<file path="src/rtl/serv_databuf_w_if.sv">
// Load/store bus side of the serial data buffer: load request/ack handshake,
// read data in, buffer contents and pending flag out.
interface serv_databuf_w_if;
  logic        i_ld_req;
  logic        i_ack;
  logic [31:0] i_dat;
  logic        o_ld_pending;
  logic [31:0] o_dat;

  modport master (
    output i_ld_req,
    output i_ack,
    output i_dat,
    input  o_ld_pending,
    input  o_dat
  );

  modport slave (
    input  i_ld_req,
    input  i_ack,
    input  i_dat,
    output o_ld_pending,
    output o_dat
  );
endinterface

</file>
<file path="src/rtl/serv_databuf_w.sv">
// W-bit-serial data buffer: operand B select, store data shifting, load capture
// with sign/zero extension, and shift-amount countdown with residual output.
module serv_databuf_w #(
  parameter  int W  = 1,
  localparam int LW = $clog2(W),
  localparam int RW = (LW > 0) ? LW : 1
) (
  input  logic          i_clk,
  input  logic          i_rst_n,
  input  logic          i_en,
  input  logic          i_init,
  input  logic          i_cnt_done,
  input  logic [1:0]    i_lsb,
  input  logic          i_byte_valid,
  input  logic          i_op_b_sel,
  input  logic          i_shift_op,
  input  logic          i_signed,
  input  logic [W-1:0]  i_rs2,
  input  logic [W-1:0]  i_imm,
  output logic [W-1:0]  o_op_b,
  output logic [W-1:0]  o_q,
  output logic          o_sh_done,
  output logic          o_sh_done_r,
  output logic [RW-1:0] o_sh_rem,
  serv_databuf_w_if.slave bus
);

  logic [31:0]  dat_reg;
  logic [31:0]  dat_next;
  logic         pend_reg;
  logic         pend_next;
  logic         sign_reg;
  logic         sh_en;
  logic         count_mode;
  logic [5:0]   cnt;
  logic [5:0]   cnt_shift;
  logic [5:0]   cnt_base;
  logic [5:0]   cnt_count;
  logic [W-1:0] op_b;
  logic [W-1:0] byte_sel;

  assign op_b       = i_op_b_sel ? i_rs2 : i_imm;
  assign sh_en      = i_shift_op | (i_en & i_byte_valid);
  assign count_mode = i_shift_op & ~i_init;

  // Plain shift-register field; bit 5 is cleared as init ends so the count
  // phase starts from a non-negative shift amount.
  assign cnt_shift = {dat_reg[W+5] & ~(i_shift_op & i_cnt_done), dat_reg[W+4:W]};

  // Countdown by W per cycle; bit 5 set after the subtract means the count wrapped.
  assign cnt_base  = dat_reg[5:0] & ~6'(W - 1);
  assign cnt_count = cnt_base - 6'(W);
  assign cnt       = count_mode ? cnt_count : cnt_shift;

  assign byte_sel = dat_reg[{i_lsb, 3'b000} +: W];

  always_comb begin
    dat_next  = dat_reg;
    pend_next = pend_reg;
    if (pend_reg) begin
      if (bus.i_ack) begin
        dat_next  = bus.i_dat;
        pend_next = 1'b0;
      end
    end else if (bus.i_ld_req & bus.i_ack) begin
      dat_next = bus.i_dat;
    end else begin
      if (sh_en) begin
        dat_next = {op_b, dat_reg[31:W+6], cnt};
      end
      if (bus.i_ld_req) begin
        pend_next = 1'b1;
      end
    end
  end

  always_ff @(posedge i_clk or negedge i_rst_n) begin
    if (!i_rst_n) begin
      dat_reg  <= '0;
      pend_reg <= 1'b0;
      sign_reg <= 1'b0;
    end else begin
      dat_reg  <= dat_next;
      pend_reg <= pend_next;
      if (i_en & i_byte_valid) begin
        sign_reg <= byte_sel[W-1];
      end
    end
  end

  // The residual is the low bits of the shift amount as it stands after init.
  if (LW > 0) begin : g_rem
    logic [LW-1:0] rem_reg;
    always_ff @(posedge i_clk or negedge i_rst_n) begin
      if (!i_rst_n) begin
        rem_reg <= '0;
      end else if (i_shift_op & i_init & i_cnt_done) begin
        rem_reg <= dat_next[LW-1:0];
      end
    end
    assign o_sh_rem = rem_reg;
  end else begin : g_no_rem
    assign o_sh_rem = 1'b0;
  end

  assign o_op_b           = op_b;
  assign o_q              = i_byte_valid ? byte_sel : {W{i_signed & sign_reg}};
  assign o_sh_done        = count_mode & cnt[5];
  assign o_sh_done_r      = dat_reg[5];
  assign bus.o_dat        = dat_reg;
  assign bus.o_ld_pending = pend_reg;

endmodule

</file>
<file path="src/flat_wrapper.sv">
// flat-port wrapper written by rule: the top's interface ports become plain ports
module serv_databuf_w_flat 
#(
  parameter  int W  = 1,
  localparam int LW = $clog2(W),
  localparam int RW = (LW > 0) ? LW : 1
)
  (i_clk, i_rst_n, i_en, i_init, i_cnt_done, i_lsb, i_byte_valid, i_op_b_sel, i_shift_op, i_signed, i_rs2, i_imm, o_op_b, o_q, o_sh_done, o_sh_done_r, o_sh_rem, bus_i_ld_req, bus_i_ack, bus_i_dat, bus_o_ld_pending, bus_o_dat);
  serv_databuf_w_if bus_i ();
  input  logic i_clk;
  input  logic i_rst_n;
  input  logic i_en;
  input  logic i_init;
  input  logic i_cnt_done;
  input  logic [1:0] i_lsb;
  input  logic i_byte_valid;
  input  logic i_op_b_sel;
  input  logic i_shift_op;
  input  logic i_signed;
  input  logic [W-1:0] i_rs2;
  input  logic [W-1:0] i_imm;
  output logic [W-1:0] o_op_b;
  output logic [W-1:0] o_q;
  output logic o_sh_done;
  output logic o_sh_done_r;
  output logic [RW-1:0] o_sh_rem;
  input wire logic [$bits(bus_i.i_ld_req)-1:0] bus_i_ld_req;
  input wire logic [$bits(bus_i.i_ack)-1:0] bus_i_ack;
  input wire logic [$bits(bus_i.i_dat)-1:0] bus_i_dat;
  output wire logic [$bits(bus_i.o_ld_pending)-1:0] bus_o_ld_pending;
  output wire logic [$bits(bus_i.o_dat)-1:0] bus_o_dat;
  assign bus_i.i_ld_req = bus_i_ld_req;
  assign bus_i.i_ack = bus_i_ack;
  assign bus_i.i_dat = bus_i_dat;
  assign bus_o_ld_pending = bus_i.o_ld_pending;
  assign bus_o_dat = bus_i.o_dat;
  serv_databuf_w #(.W(W)) u_core (.i_clk(i_clk), .i_rst_n(i_rst_n), .i_en(i_en), .i_init(i_init), .i_cnt_done(i_cnt_done), .i_lsb(i_lsb), .i_byte_valid(i_byte_valid), .i_op_b_sel(i_op_b_sel), .i_shift_op(i_shift_op), .i_signed(i_signed), .i_rs2(i_rs2), .i_imm(i_imm), .o_op_b(o_op_b), .o_q(o_q), .o_sh_done(o_sh_done), .o_sh_done_r(o_sh_done_r), .o_sh_rem(o_sh_rem), .bus(bus_i));
endmodule
</file>
<file path="config.mk">
export PLATFORM = sky130hd
export DESIGN_NAME = serv_databuf_w_flat
export DESIGN_NICKNAME = d
export VERILOG_FILES = /design/src/rtl/serv_databuf_w_if.sv /design/src/rtl/serv_databuf_w.sv /design/src/flat_wrapper.sv
export SDC_FILE = /design/constraint.sdc
export NUM_CORES = 1
export LEC_CHECK = 0
export ABC_CLOCK_PERIOD_IN_PS = 1580
export CAP_MARGIN = 20
export CORE_MARGIN = 8
export CORE_UTILIZATION = 37
export CTS_CLUSTER_DIAMETER = 120
export CTS_CLUSTER_SIZE = 30
export DETAILED_ROUTE_END_ITERATION = 10
export PLACE_DENSITY_LB_ADDON = 0.12
export SLEW_MARGIN = 5
export SYNTH_ARGS = -nofsm -noshare
export SYNTH_HDL_FRONTEND = slang
export SYNTH_SLANG_ARGS = --single-unit
</file>
<file path="constraint.sdc">
create_clock -name i_clk -period 1.58 [get_ports i_clk]
set_input_delay 0.395 -clock i_clk [delete_from_list [all_inputs] [get_ports i_clk]]
set_output_delay 0.395 -clock i_clk [all_outputs]
set_load 0.005 [all_outputs]
</file>
* After elaboration in Yosys (flattened, before gate mapping) *
Cells that the tools add are included.

operators by class
  $add $sub $neg = 1
  equality and inequality tests = 1
  shift-type cells = 1
  mux-type cells = 11
  bitwise operators = 10
  reductions and logical operators = 2

operator list
  operator                                                            number
  32-bit two-way mux                                                  4
  32-bit by 6-bit variable part select with 1-bit output              1
  1-bit AND                                                           7
  1-bit two-way mux                                                   6
  6-bit two-way mux                                                   1
  6-bit by 1-bit subtractor with 6-bit output, second input constant  1
  3-bit nonzero test                                                  1
  2-bit != test, second input constant                                1
  1-bit NOT                                                           2
  2-bit AND reduction                                                 1
  1-bit OR                                                            1

word-level totals
  register bits = 34
  logic and storage cells = 29

* Depth between registers and ports, before layout *
  depth after elaboration = 7
  depth in mapped cells = 6
  depth with buffers taken out = 6

* Least setup slack after synthesis *
Ideal clock, no wire load.

  path kind = reg-to-output
  start = reg u_core.dat_reg[2] (netlist: u_core.bus.o_dat[2])
  end = out o_sh_done
  arrival = 1.268 ns
  setup slack = -0.083 ns
  stages on the path, launching flop included = 5
  buffers on the path = 0
  cell sequence = dfrtp_1 > or3_4 > o311a_1 > nor2_2 > inv_1

between the ends
  word-level cells in the longest chain between the ends = 3

ends and longest elaborated chain
  item                                         RTL line               text
  start, declared                              serv_databuf_w.sv:28   logic [31:0] dat_reg;
  start signal, assigned                       serv_databuf_w.sv:83   dat_reg <= dat_next;
  6-bit by 1-bit subtractor with 6-bit output  serv_databuf_w.sv:52   assign cnt_count = cnt_base - 6'(W);
  6-bit two-way mux                            serv_databuf_w.sv:53   assign cnt = count_mode ? cnt_count : cnt_shift;
  1-bit AND                                    serv_databuf_w.sv:108  assign o_sh_done = count_mode & cnt[5];
  end, declared                                flat_wrapper.sv:24     output logic o_sh_done;

Every way passes these cells.

* Final worst setup path *
  start = reg u_core.dat_reg[1] (netlist: u_core.bus.o_dat[1])
  end = out o_sh_done

The elaborated chain is that of the path after synthesis.

==> results.ini <==
[sta]
final.period_utilization=1.31
finalSetupViolations=3
fmax_ghz=0.484
fin_skew_ns=0.00884
hold_violations=0
slew_violations=0
final.setup.tns_ns=-0.843
setup_ws_ns=-0.485
rsz0062_at_grt=yes
min_period_ns=2.06

[routing]
drc=0
first_iter_violations=79
ant_nets=0
post_drt_wl_per_cell_microns=15.0
wl_microns=5990
vias=1992
first_pass_iters=4
vias_per_cell=4.99

[clock_network]
cts.clk_slew.worst_paths_ns=0.07
clk_latency_ns=0.29
cts_tree=done
clock-sinks=34
clockRootBuffer=clkbuf_8
htree_levels=2
cts_buffer_depth=2
numCtsBuffers=5
cts_hold_buf=0

[global_routing]
track_usage=0.160
grt_pass1_wl_microns=9320
antenna_found_initial=0
grt_max_degree=30
grt-ovfl-total=0
grt_pass1_vias=1915

[synthesis]
ys_warn_count=0
synthArstFlopShare=1.00
synth_ff_type=dfrtp_1
syn-cell-area_sq_um=1780
synth_cell_type_count=29
yosys-top-cells-count=nand2_1, dfrtp_1, nor2_1
synth_nets=262
ys_ff_latch=34
yosys.area.top_type_share=0.477
synth-edff-count=0
ys_seq_area_frac=0.477
ys_top_cells_by_area=dfrtp_1, nand2_1, a31oi_1, nor2_1, buf_2
synthCells=214
synth_area_per_cell_sq_um=8.33
synth_top_area_cell=dfrtp_1
synth.most_common_cell=nand2_1

[status]
status=finished, violations left
failed_checks=setup timing

[critical_path]
r2r_slack_ns=-0.01
worst_path_largest_cell_delay_ns=0.40
crit_chain=or3_4, buf_6, and4bb_2, nor2_2, inv_1, buf_2
cp_slowest_cell=or3_4
critPathRequiredTime_ns=1.18
end_kind=output port
crit_arrival_ns=1.67
path_max_fanout=2
crit_path_start_kind=flop
path_class=reg -> out

[pwr]
p_per_area_nw_per_um2=978
p_leak_uw=0.00164
peakVddDrop_v=0.000552

[floorplanning]
die_h_microns=85.4
die_w_microns=85.4
fp-row-count=25
start_util=0.380
die_area_sq_um=7300
io-pin-count=85
core-area_sq_um=4690

[finish]
final_nets=392
area_delta_synth_final_pct=84.5
drive_above_1_share=0.238
final_cells=399
nFillCells=396
antenna_cells=0
largest_reg_flops=32
design_area_sq_um=3290

[run]
drv_cap=0

[placed_design]
io_buffers=83
dp_cells=369
gp_congestion=0.739
dpl_worst_slack_ns=-0.836
placed_cell_area_sq_um=2910
dp_hpwl_microns=4220

[min_path]
hold_class=in -> async

worst max-delay path: cells and delay by family (launching register included):
family | cells | cell delay (ns)
buffers and inverters | 3 | 0.27
flip-flops | 1 | 0.38
AND/OR/NAND/NOR | 3 | 0.74
path summary, 6_finish.rpt:
| check | start | end | depth (start not counted) |
|---|---|---|---|
| hold / removal | i_rst_n | u_core.bus.o_dat[6] | 1 |
| setup / recovery | u_core.bus.o_dat[1] | o_sh_done | 6 |
| setup reg to reg | u_core.bus.o_dat[1] | u_core.bus.o_dat[5] | 6 |
| max in group asynchronous | i_rst_n | u_core.bus.o_dat[10] | 2 |
| hold reg to reg | u_core.sign_reg | u_core.sign_reg | 1 |
| min in group i_clk | bus_i_ack | u_core.bus.o_ld_pending | 2 |
layout by cell type (no fill, tap or decap), drive strengths merged, types with 4 or more instances in the layout:
master	synthesis	final
clkdlybuf4s50	0	41
dfrtp	34	34
a31oi	28	28
o211ai	4	4
buf	11	58
o21ai	7	7
dlymetal6s2s	0	19
clkbuf	4	8
nor2	32	32
a21oi	5	5
nand2	65	65
inv	5	5
dlygate4sd2	0	17
routing by layer:
metal	wire length (microns)	global-route usage
met1	2670	0.193
met2	2850	0.257
met3	408	0.0560
met4	63	0.0557
met5	0	0
metrics by stage:
stage / utilization / hold WS [ns] / total power [uW]
finish: 0.701 / 0.0411 / 3220
global placement: 0.621 / 0.349 / 2420
global route: 0.701 / 0.0491 / 3430
CTS: 0.665 / 0.0396 / 3170
detailed placement: 0.621 / 0.350 / 2440
floorplan: - / 0.0994 / 1640
kinds of logic (layout without fill, tap and decap cells):
kind of cell,Yosys count,count (layout),synth area share
other cells,1,1,0.00210
xor+xnor,3,3,0.0147
fa+ha+maj,1,1,0.00702
compound gates,49,49,0.176
simple gates,101,101,0.228
buf+inv,20,151,0.0575
mux,5,5,0.0372
flops,34,34,0.477
cell type report:
type / instances / area, sq um / area share
Clock buffer: 7 / 86.3 / 0.0262
Inverter: 5 / 18.8 / 0.00571
Sequential cell: 34 / 852 / 0.259
Timing Repair Buffer: 138 / 1380 / 0.418
Multi-Input combinational cell: 160 / 885 / 0.269
Clock inverter: 1 / 5.00 / 0.00152
Tap cell: 54 / 67.6 / 0.0205
power by group:
part	switching [uW]	total (uW)	internal, uW
combinational	545	1370	829
sequential	116	1170	1050
clock	324	676	352
total	985	3220	2230
repair_timing:
| item | 4_1_cts | 5_1_grt |
|---|---|---|
| setup buffers | 16 | 6 |
| pin swaps | 5 | 6 |
| gates cloned | 0 | 1 |
| endpoints found under the setup margin | 58 | 51 |
| gates resized for setup | 39 | 34 |
Power figures use the tool's default switching activity.
